`config.mk`:
```
export PLATFORM = sky130hd
export DESIGN_NAME = uart_tx_buffer
export DESIGN_NICKNAME = d
export VERILOG_FILES = /design/src/rtl/uart_pkg.sv /design/src/rtl/uart_sync_fifo.sv /design/src/rtl/uart_tx_buffer.sv
export SDC_FILE = /design/constraint.sdc
export NUM_CORES = 1
export LEC_CHECK = 0
export ABC_CLOCK_PERIOD_IN_PS = 2500
export CORE_MARGIN = 2
export CORE_UTILIZATION = 54
export DETAILED_ROUTE_END_ITERATION = 10
export PLACE_DENSITY_LB_ADDON = 0.1
export SLEW_MARGIN = 40
export SYNTH_ARGS = -nofsm -noshare
export SYNTH_HDL_FRONTEND = slang
export SYNTH_SLANG_ARGS = --single-unit
```
`constraint.sdc`:
```
create_clock -name clk -period 2.5 [get_ports clk]
set_input_delay 0.625 -clock clk [delete_from_list [all_inputs] [get_ports clk]]
set_output_delay 0.625 -clock clk [all_outputs]
set_load 0.05 [all_outputs]
```
`src/rtl/uart_pkg.sv`:
```
// uart_pkg: shared constants and types for the UART transmit-side blocks.
// DATA_BITS must match the transmitter's data-bit setting; FIFO_ADDR_W sets
// the default transmit buffer depth (2**FIFO_ADDR_W entries).
package uart_pkg;

   localparam int DATA_BITS   = 8;
   localparam int FIFO_ADDR_W = 4;

   // Transmit buffer sequencer: IDLE waits for data, ISSUE is the single
   // cycle where tx_start is high, WAIT holds t_data until tx_done.
   typedef enum logic [1:0] {
      IDLE  = 2'd0,
      ISSUE = 2'd1,
      WAIT  = 2'd2
   } tx_buf_state_t;

endpackage

```
`src/rtl/uart_sync_fifo.sv`:
```
// uart_sync_fifo: single-clock FIFO with an occupancy counter.
// full/empty are derived from the counter (not from pointer equality) and
// are registered alongside it; r_data shows the head entry combinationally.
// Writes while full and reads while empty are ignored.
module uart_sync_fifo
   import uart_pkg::*;
#(
   parameter int ADDR_W = FIFO_ADDR_W,
   parameter int DBIT   = DATA_BITS
) (
   input  logic              clk,
   input  logic              reset,
   input  logic              wr,
   input  logic              rd,
   input  logic [DBIT-1:0]   w_data,
   output logic [DBIT-1:0]   r_data,
   output logic              full,
   output logic              empty,
   output logic [ADDR_W:0]   count
);

   localparam int              DEPTH   = 2**ADDR_W;
   localparam logic [ADDR_W:0] DEPTH_C = (ADDR_W+1)'(DEPTH);
   localparam logic [ADDR_W:0] ZERO_C  = (ADDR_W+1)'(0);
   localparam logic [ADDR_W:0] ONE_C   = (ADDR_W+1)'(1);

   logic [DBIT-1:0]   mem_q [DEPTH];
   logic [ADDR_W-1:0] wptr_q;
   logic [ADDR_W-1:0] rptr_q;
   logic [ADDR_W:0]   count_q;
   logic [ADDR_W:0]   count_d;
   logic              full_q;
   logic              empty_q;
   logic              wr_ok_s;
   logic              rd_ok_s;

   assign wr_ok_s = wr & ~full_q;
   assign rd_ok_s = rd & ~empty_q;

   // Next occupancy: a simultaneous accepted write and read leaves it unchanged.
   always_comb begin
      count_d = count_q;
      case ({wr_ok_s, rd_ok_s})
         2'b10:   count_d = count_q + ONE_C;
         2'b01:   count_d = count_q - ONE_C;
         default: count_d = count_q;
      endcase
   end

   // Storage array; contents need no reset because reads are gated by count.
   always_ff @(posedge clk) begin
      if (wr_ok_s) begin
         mem_q[wptr_q] <= w_data;
      end
   end

   // Pointers wrap modulo depth; flags are registered from the next count.
   always_ff @(posedge clk or posedge reset) begin
      if (reset) begin
         wptr_q  <= {ADDR_W{1'b0}};
         rptr_q  <= {ADDR_W{1'b0}};
         count_q <= ZERO_C;
         full_q  <= 1'b0;
         empty_q <= 1'b1;
      end else begin
         if (wr_ok_s) begin
            wptr_q <= wptr_q + ADDR_W'(1);
         end
         if (rd_ok_s) begin
            rptr_q <= rptr_q + ADDR_W'(1);
         end
         count_q <= count_d;
         full_q  <= (count_d == DEPTH_C);
         empty_q <= (count_d == ZERO_C);
      end
   end

   assign r_data = mem_q[rptr_q];
   assign full   = full_q;
   assign empty  = empty_q;
   assign count  = count_q;

endmodule

```
`src/rtl/uart_tx_buffer.sv`:
```
// uart_tx_buffer: host-side transmit feeder. Bytes are queued in a FIFO and
// handed to the UART transmitter one at a time over tx_start/t_data/tx_done,
// with at most one character outstanding and zero gap between characters.
// Optional feature macro: UART_TX_BUF_OVERFLOW_EN adds a sticky 'overflow'
// output that records any write attempted while the FIFO was full.
module uart_tx_buffer
   import uart_pkg::*;
#(
   parameter int DBIT   = DATA_BITS,
   parameter int ADDR_W = FIFO_ADDR_W
) (
   input  logic              clk,
   input  logic              reset,
   input  logic              wr_en,
   input  logic [DBIT-1:0]   wr_data,
   output logic              full,
   output logic              empty,
   output logic [ADDR_W:0]   count,
   output logic              tx_start,
   output logic [DBIT-1:0]   t_data,
   input  logic              tx_done
`ifdef UART_TX_BUF_OVERFLOW_EN
   ,
   output logic              overflow
`endif
);

   tx_buf_state_t   state_q;
   logic            tx_start_q;
   logic [DBIT-1:0] t_data_q;
   logic [DBIT-1:0] head_s;
   logic            full_s;
   logic            empty_s;
   logic            pop_s;

   uart_sync_fifo #(
      .ADDR_W (ADDR_W),
      .DBIT   (DBIT)
   ) u_fifo (
      .clk    (clk),
      .reset  (reset),
      .wr     (wr_en),
      .rd     (pop_s),
      .w_data (wr_data),
      .r_data (head_s),
      .full   (full_s),
      .empty  (empty_s),
      .count  (count)
   );

   // Pop the head exactly on the edge that enters ISSUE.
   always_comb begin
      pop_s = 1'b0;
      case (state_q)
         IDLE: begin
            if (!empty_s) pop_s = 1'b1;
            else          pop_s = 1'b0;
         end
         WAIT: begin
            if (tx_done && !empty_s) pop_s = 1'b1;
            else                     pop_s = 1'b0;
         end
         default: pop_s = 1'b0;
      endcase
   end

   // Issue sequencer with registered tx_start/t_data; tx_done is only heard in WAIT.
   always_ff @(posedge clk or posedge reset) begin
      if (reset) begin
         state_q    <= IDLE;
         tx_start_q <= 1'b0;
         t_data_q   <= {DBIT{1'b0}};
      end else begin
         tx_start_q <= 1'b0;
         case (state_q)
            IDLE: begin
               if (!empty_s) begin
                  state_q    <= ISSUE;
                  tx_start_q <= 1'b1;
                  t_data_q   <= head_s;
               end else begin
                  state_q    <= IDLE;
               end
            end
            ISSUE: begin
               state_q <= WAIT;
            end
            WAIT: begin
               if (tx_done) begin
                  if (!empty_s) begin
                     state_q    <= ISSUE;
                     tx_start_q <= 1'b1;
                     t_data_q   <= head_s;
                  end else begin
                     state_q    <= IDLE;
                  end
               end else begin
                  state_q <= WAIT;
               end
            end
            default: begin
               state_q <= IDLE;
            end
         endcase
      end
   end

`ifdef UART_TX_BUF_OVERFLOW_EN
   logic overflow_q;

   // Sticky record of any write attempted while full; only reset clears it.
   always_ff @(posedge clk or posedge reset) begin
      if (reset) begin
         overflow_q <= 1'b0;
      end else begin
         overflow_q <= overflow_q | (wr_en & full_s);
      end
   end

   assign overflow = overflow_q;
`endif

   assign full     = full_s;
   assign empty    = empty_s;
   assign tx_start = tx_start_q;
   assign t_data   = t_data_q;

endmodule

```
# [Word-level counts from Yosys, hierarchy flattened]
# Memories as Yosys holds them, arrays and structs flattened.
# Index checks and enable logic that the tools add are counted.
[totals] register_bits=26 ramBits=128 inputBits=12 out_inout_bits=16 elab_cells=43 mem_count=1
[mem_list] name="u_fifo.mem_q" depth=16 width=8 rd=1 rd_clocked_by_memory_dff=0 wr=1 line="uart_sync_fifo.sv:27" text="logic [DBIT-1:0] mem_q [DEPTH];"
[classes] n_addsub=4 eq_ne=6 mux=14 n_bitwise=4 n_reduce_logical=6
[ops] operator="$mux 8" n=2
[ops] operator="$pmux 8 s2" n=1
[ops] operator="$pmux 5 s2" n=1
[ops] operator="$add 4x1->4 const B" n=2
[ops] operator="$mux 1" n=6
[ops] operator="$pmux 2 s3" n=1
[ops] operator="$add 5x1->5 const B" n=1
[ops] operator="$eq 5x5->1 const B" n=1
[ops] operator="$logic_not 5->1" n=1
[ops] operator="$sub 5x1->5 const B" n=1
[ops] operator="$eq 2x1->1 const B" n=2
[ops] operator="$eq 2x2->1 const B" n=2
[ops] operator="$pmux 1 s2" n=2
[ops] operator="$and 1x1->1" n=2
[ops] operator="$logic_not 2->1" n=1
[ops] operator="$mux 2" n=1
[ops] operator="$ne 2x2->1 const B" n=1
[ops] operator="$not 1->1" n=2
[ops] operator="$reduce_and 2->1" n=1
[ops] operator="$reduce_bool 2->1" n=1
[ops] operator="$logic_and 1x1->1" n=1
[ops] operator="$logic_not 1->1" n=1

# [Longest topological paths before layout]
[logic_depth] word_depth=8 depth_mapped=11 depth_no_buf=11

# [Cells and area by module]
# Synthesis repeated with hierarchy kept, for this count alone.
[hier_totals] cells_unflattened=306 hier_area_um2=6204.7
[by_module_without_submodules] mod="uart_sync_fifo" instances=1 cells_each=281 area_per_inst_um2=5785.5 seq_area_each_um2=4220.3
[by_module_without_submodules] mod="uart_tx_buffer" instances=1 cells_each=25 area_per_inst_um2=419.2 seq_area_each_um2=275.3

# [Worst setup path after synthesis]
# Ideal clock, no wire load.
[synth_timing] kind="reg-to-reg" startpoint="reg u_fifo.empty_q (netlist: u_fifo.empty)" endpoint="reg u_fifo.full_q (netlist: u_fifo.full)" setup_time_ns=0.119 arrival_time_ns=2.659 t_required_ns=2.381 slack_ns=-0.278 path_stages_with_launch=11 path_buffers=0 period_less_slack_ns=2.778 cell_sequence="dfstp_2 -> nor2_1 -> o21ai_1 -> inv_1 -> ha_1 -> ha_1 -> nor2b_1 -> o21a_1 -> o311ai_1 -> o311ai_2 -> and2_1"
[synth_between] elab_chain_cells=8 word_cells_on_any_way=11 classes_between="eq/ne (3); mux (4); bitwise (2); reduce/logical (2)"
[synth_rtl] item="start, declared" line="uart_sync_fifo.sv:33" text="logic empty_q;"
[synth_rtl] item="start signal, assigned" line="uart_sync_fifo.sv:74" text="empty_q <= (count_d == ZERO_C);"
[synth_rtl] item="$logic_not 1->1"
[synth_rtl] item="$logic_and 1x1->1" line="uart_tx_buffer.sv:60" text="if (tx_done && !empty_s) pop_s = 1'b1;"
[synth_rtl] item="$mux 1" line="uart_tx_buffer.sv:60"
[synth_rtl] item="$pmux 1 s2" line="uart_tx_buffer.sv:54" text="case (state_q)"
[synth_rtl] item="$and 1x1->1 (*)" line="uart_sync_fifo.sv:38" text="assign rd_ok_s = rd & ~empty_q;"
[synth_rtl] item="via u_fifo.rd_ok_s" line="uart_sync_fifo.sv:35" text="logic rd_ok_s;"
[synth_rtl] item="$eq 2x1->1 / $eq 2x2->1 (equally long branches)" line="uart_sync_fifo.sv:43" text="case ({wr_ok_s, rd_ok_s})"
[synth_rtl] item="$pmux 5 s2 (*)" line="uart_sync_fifo.sv:43"
[synth_rtl] item="via u_fifo.count_d[4]" line="uart_sync_fifo.sv:31" text="logic [ADDR_W:0] count_d;"
[synth_rtl] item="$eq 5x5->1 (*)" line="uart_sync_fifo.sv:73" text="full_q <= (count_d == DEPTH_C);"
[synth_rtl] item="end signal, assigned" line="uart_sync_fifo.sv:73"
[synth_rtl] item="end, declared" line="uart_sync_fifo.sv:32" text="logic full_q;"
# The timed path passes the listed nets; every way through them passes the cells marked *.
# A chain may end at the register's enable or synchronous reset.

# [Worst setup path after layout]
[layout_timing] startpoint="reg u_fifo.empty_q (netlist: u_fifo.empty)" endpoint="out empty"
[layout_rtl] item="end, declared" line="uart_tx_buffer.sv:17" text="output logic empty,"
# No word-level cell between the ends.

==> metrics.cfg <==
[status]
status = completed

[grt]
gr-usage-met2_pct = 33.1
grt_overflow = 0
top_usage_layer = met2
grt_max_degree = 34
grt_pass1_vias = 3347
antenna_found_initial = 0
grtUsageMet3_pct = 5.47
grt_use_met1_pct = 25.6
grt_usage_pct = 20.2
grt_pass1_wl_microns = 18200

[layout]
syn2layout_area_growth_pct = 20.6
regArea_sq_mm = 0.00450
n_antenna_cell = 0
multi_input_area_sq_mm = 0.00162
drive_gt1_share_pct = 25.3
fill_cells = 776
nets = 433

[synth]
netlist.area_leader.share_pct = 61.9
ys_seq_elements = 154
yosys-top-cells-area = edfxtp_1 (62%), mux4_2 (11%), dfrtp_1 (10%), mux2i_1 (2.7%), ha_1 (1.8%)
synth_fp_nets = 365
yosysTopAreaCell = edfxtp_1
synth_edf_count = 128
synth_cell_types = 41
yosysSeqAreaShare_pct = 72.4
syn-cell-area_sq_mm = 0.00621
yosysWarnings = 0
syn_avg_cell_area_sq_um = 18.1
postSynthCellCount = 343
async_reset_ff_share_pct = 16.9
synth_flop_cell = edfxtp_1

[floorplanning]
initial_core_util_pct = 54.8
dieHeight_microns = 111
io_pins = 28
die_width_microns = 111
core_sq_mm = 0.0113
dieArea_sq_mm = 0.0124
rows = 39

[critical_path]
reg2reg_slack_ns = 0.28
critPathCaptureType = primary output
cpPeakStageDelay_ns = 0.79
start_kind = flip-flop
crit_buf_inv = 1
critPathKind = reg -> out
cp_slowest_cell = clkdlybuf4s50_1
cp_max_fo = 2
worstPathRequired_ns = 1.88
path_delay_family = buffers and inverters
rr_worst_depth = 11
timing.rr.end = u_fifo.full$_DFF_PP0_
arrival_ns = 1.75
r2r-start = u_fifo.empty$_DFF_PP1_
crit_chain = clkdlybuf4s50_1

[timing]
hold_viol = 0
worstMarginPinSlew_ns = 0.609
setup_violations = 0
tns_ns = 0
relSlewSlack_pct = 59.4
finalCritPeriodShare_pct = 94.9
drv_slew = 0
period_needed_ns = 2.37
fmax_ghz = 0.422
fin_skew_ns = 0.00713
rsz0062_at_grt = no
holdWs_ns = 0.492

[cts]
root_buffer = clkbuf_16
cts_made_buffers = 17
clkTransAtPathRegs_ns = 0.06
htree_levels = 4
post_cts_buffers = 0
clock_latency_ns = 0.42
cts_tree = yes
clockBufferDepth = 2
cts_sinks = 154

[pwr]
peakVddDrop_mv = 0.907
power.density_mw_per_mm2 = 1250
leakage_nw = 2.69

[detailed_routing]
drt_iter0_markers = 184
wirelength_microns = 11500
via_per_inst = 5.62
vias = 3180
drc = 0
drtPass1Iterations = 5
wl_per_cell_microns = 20.2
final_antenna_net_count = 0

[worst_hold_path]
hp-class = reg -> reg
whs_path_depth = 1
hold_path_end = t_data[7]$_DFFE_PP0P_
min-delay-start = t_data[7]$_DFFE_PP0P_

[flow_run]
timing.max_cap.violations = 0

[placed_design]
portBuffers = 27
dpl.hpwl_microns = 7670
gp_congestion = 0.812

cell families after synthesis:
| group | Yosys count | share of synthesized area, % |
|---|---|---|
| AO/OA/AOI/OAI | 32 | 3.43 |
| XOR/XNOR | 8 | 1.13 |
| flip-flops | 154 | 72.4 |
| buffers and inverters | 28 | 2.26 |
| AND/OR/NAND/NOR | 62 | 4.82 |
| multiplexers | 49 | 13.8 |
| adder cells (fa/ha/maj) | 10 | 2.14 |
cell type report:
| type | count | area share (%) |
|---|---|---|
| Inverter | 13 | 0.652 |
| Clock buffer | 18 | 5.73 |
| Clock inverter | 13 | 1.72 |
| Multi-Input combinational cell | 161 | 21.6 |
| Tap cell | 143 | 2.39 |
| Sequential cell | 154 | 60.1 |
| Timing Repair Buffer | 64 | 7.82 |
registers in the layout (all words and copies together) (netlist names):
name,flops
u_fifo.mem_q,128
t_data,8
u_fifo.count,5
u_fifo.rptr_q,4
u_fifo.wptr_q,4
state_q,2
tx_start,1
u_fifo.empty,1
u_fifo.full,1
per-layer routing:
layer	vias up	wire length (microns)
met5	-	0
met1	1599	4640
li1	1470	-
met2	89	5910
met3	22	646
met4	0	261
cells in the mapped netlist (6+ instances only):
library cell / count
buf_2: 7
nor3_1: 6
xnor2_1: 7
mux2i_1: 17
mux4_2: 29
nand2_1: 18
edfxtp_1: 128
inv_1: 13
ha_1: 9
dfrtp_1: 25
nor2_1: 16
cell usage in the layout (no fill, tap or decap), drive strengths merged, types with 5 or more instances in the layout:
cell type	count
a21o	5
buf	37
clkbuf	18
clkdlybuf4s50	27
clkinv	5
clkinvlp	5
dfrtp	25
edfxtp	128
ha	9
inv	14
mux2i	17
mux4	29
nand2	18
nor2	16
nor2b	5
nor3	6
o21ai	10
o22ai	5
xnor2	7
through the flow:
| stage | utilization [%] | worst slack [ns] | total power [mW] | area, sq um | instances |
|---|---|---|---|---|---|
| after floorplan | - | 0.0386 | 5.93 | 6230 | 343 |
| after global placement | 61.0 | -0.326 | 6.96 | 6910 | 535 |
| after detailed placement | 61.0 | -0.418 | 7.04 | 6910 | 535 |
| after CTS | 65.9 | 0.00676 | 9.44 | 7460 | 566 |
| after global routing | 66.1 | 0.00808 | 9.89 | 7490 | 566 |
| final | 66.1 | 0.128 | 9.39 | 7490 | 566 |
what timing repair did:
action,in CTS,in global routing
hold buffers,0,0
endpoints found under the setup margin,0,3
gates resized for setup,0,4
power by group:
part	switching [mW]	leakage [nW]	internal (mW)
sequential	0.340	1.47	3.23
combinational	1.83	0.961	1.59
clock	0.953	0.259	1.45
worst max path at each step:
stage	startpoint	slack, ns	depth (start not counted)	end
detailed placement	wr_en	-0.42	10	u_fifo.full$_DFF_PP0_
floorplan	u_fifo.empty$_DFF_PP1_	0.04	10	u_fifo.full$_DFF_PP0_
global route	tx_done	0.008	11	u_fifo.full$_DFF_PP0_
finish	u_fifo.empty$_DFF_PP1_	0.13	1	empty
global placement	wr_en	-0.33	10	u_fifo.full$_DFF_PP0_
CTS	wr_en	0.007	10	u_fifo.full$_DFF_PP0_
Power figures use the tool's default switching activity.
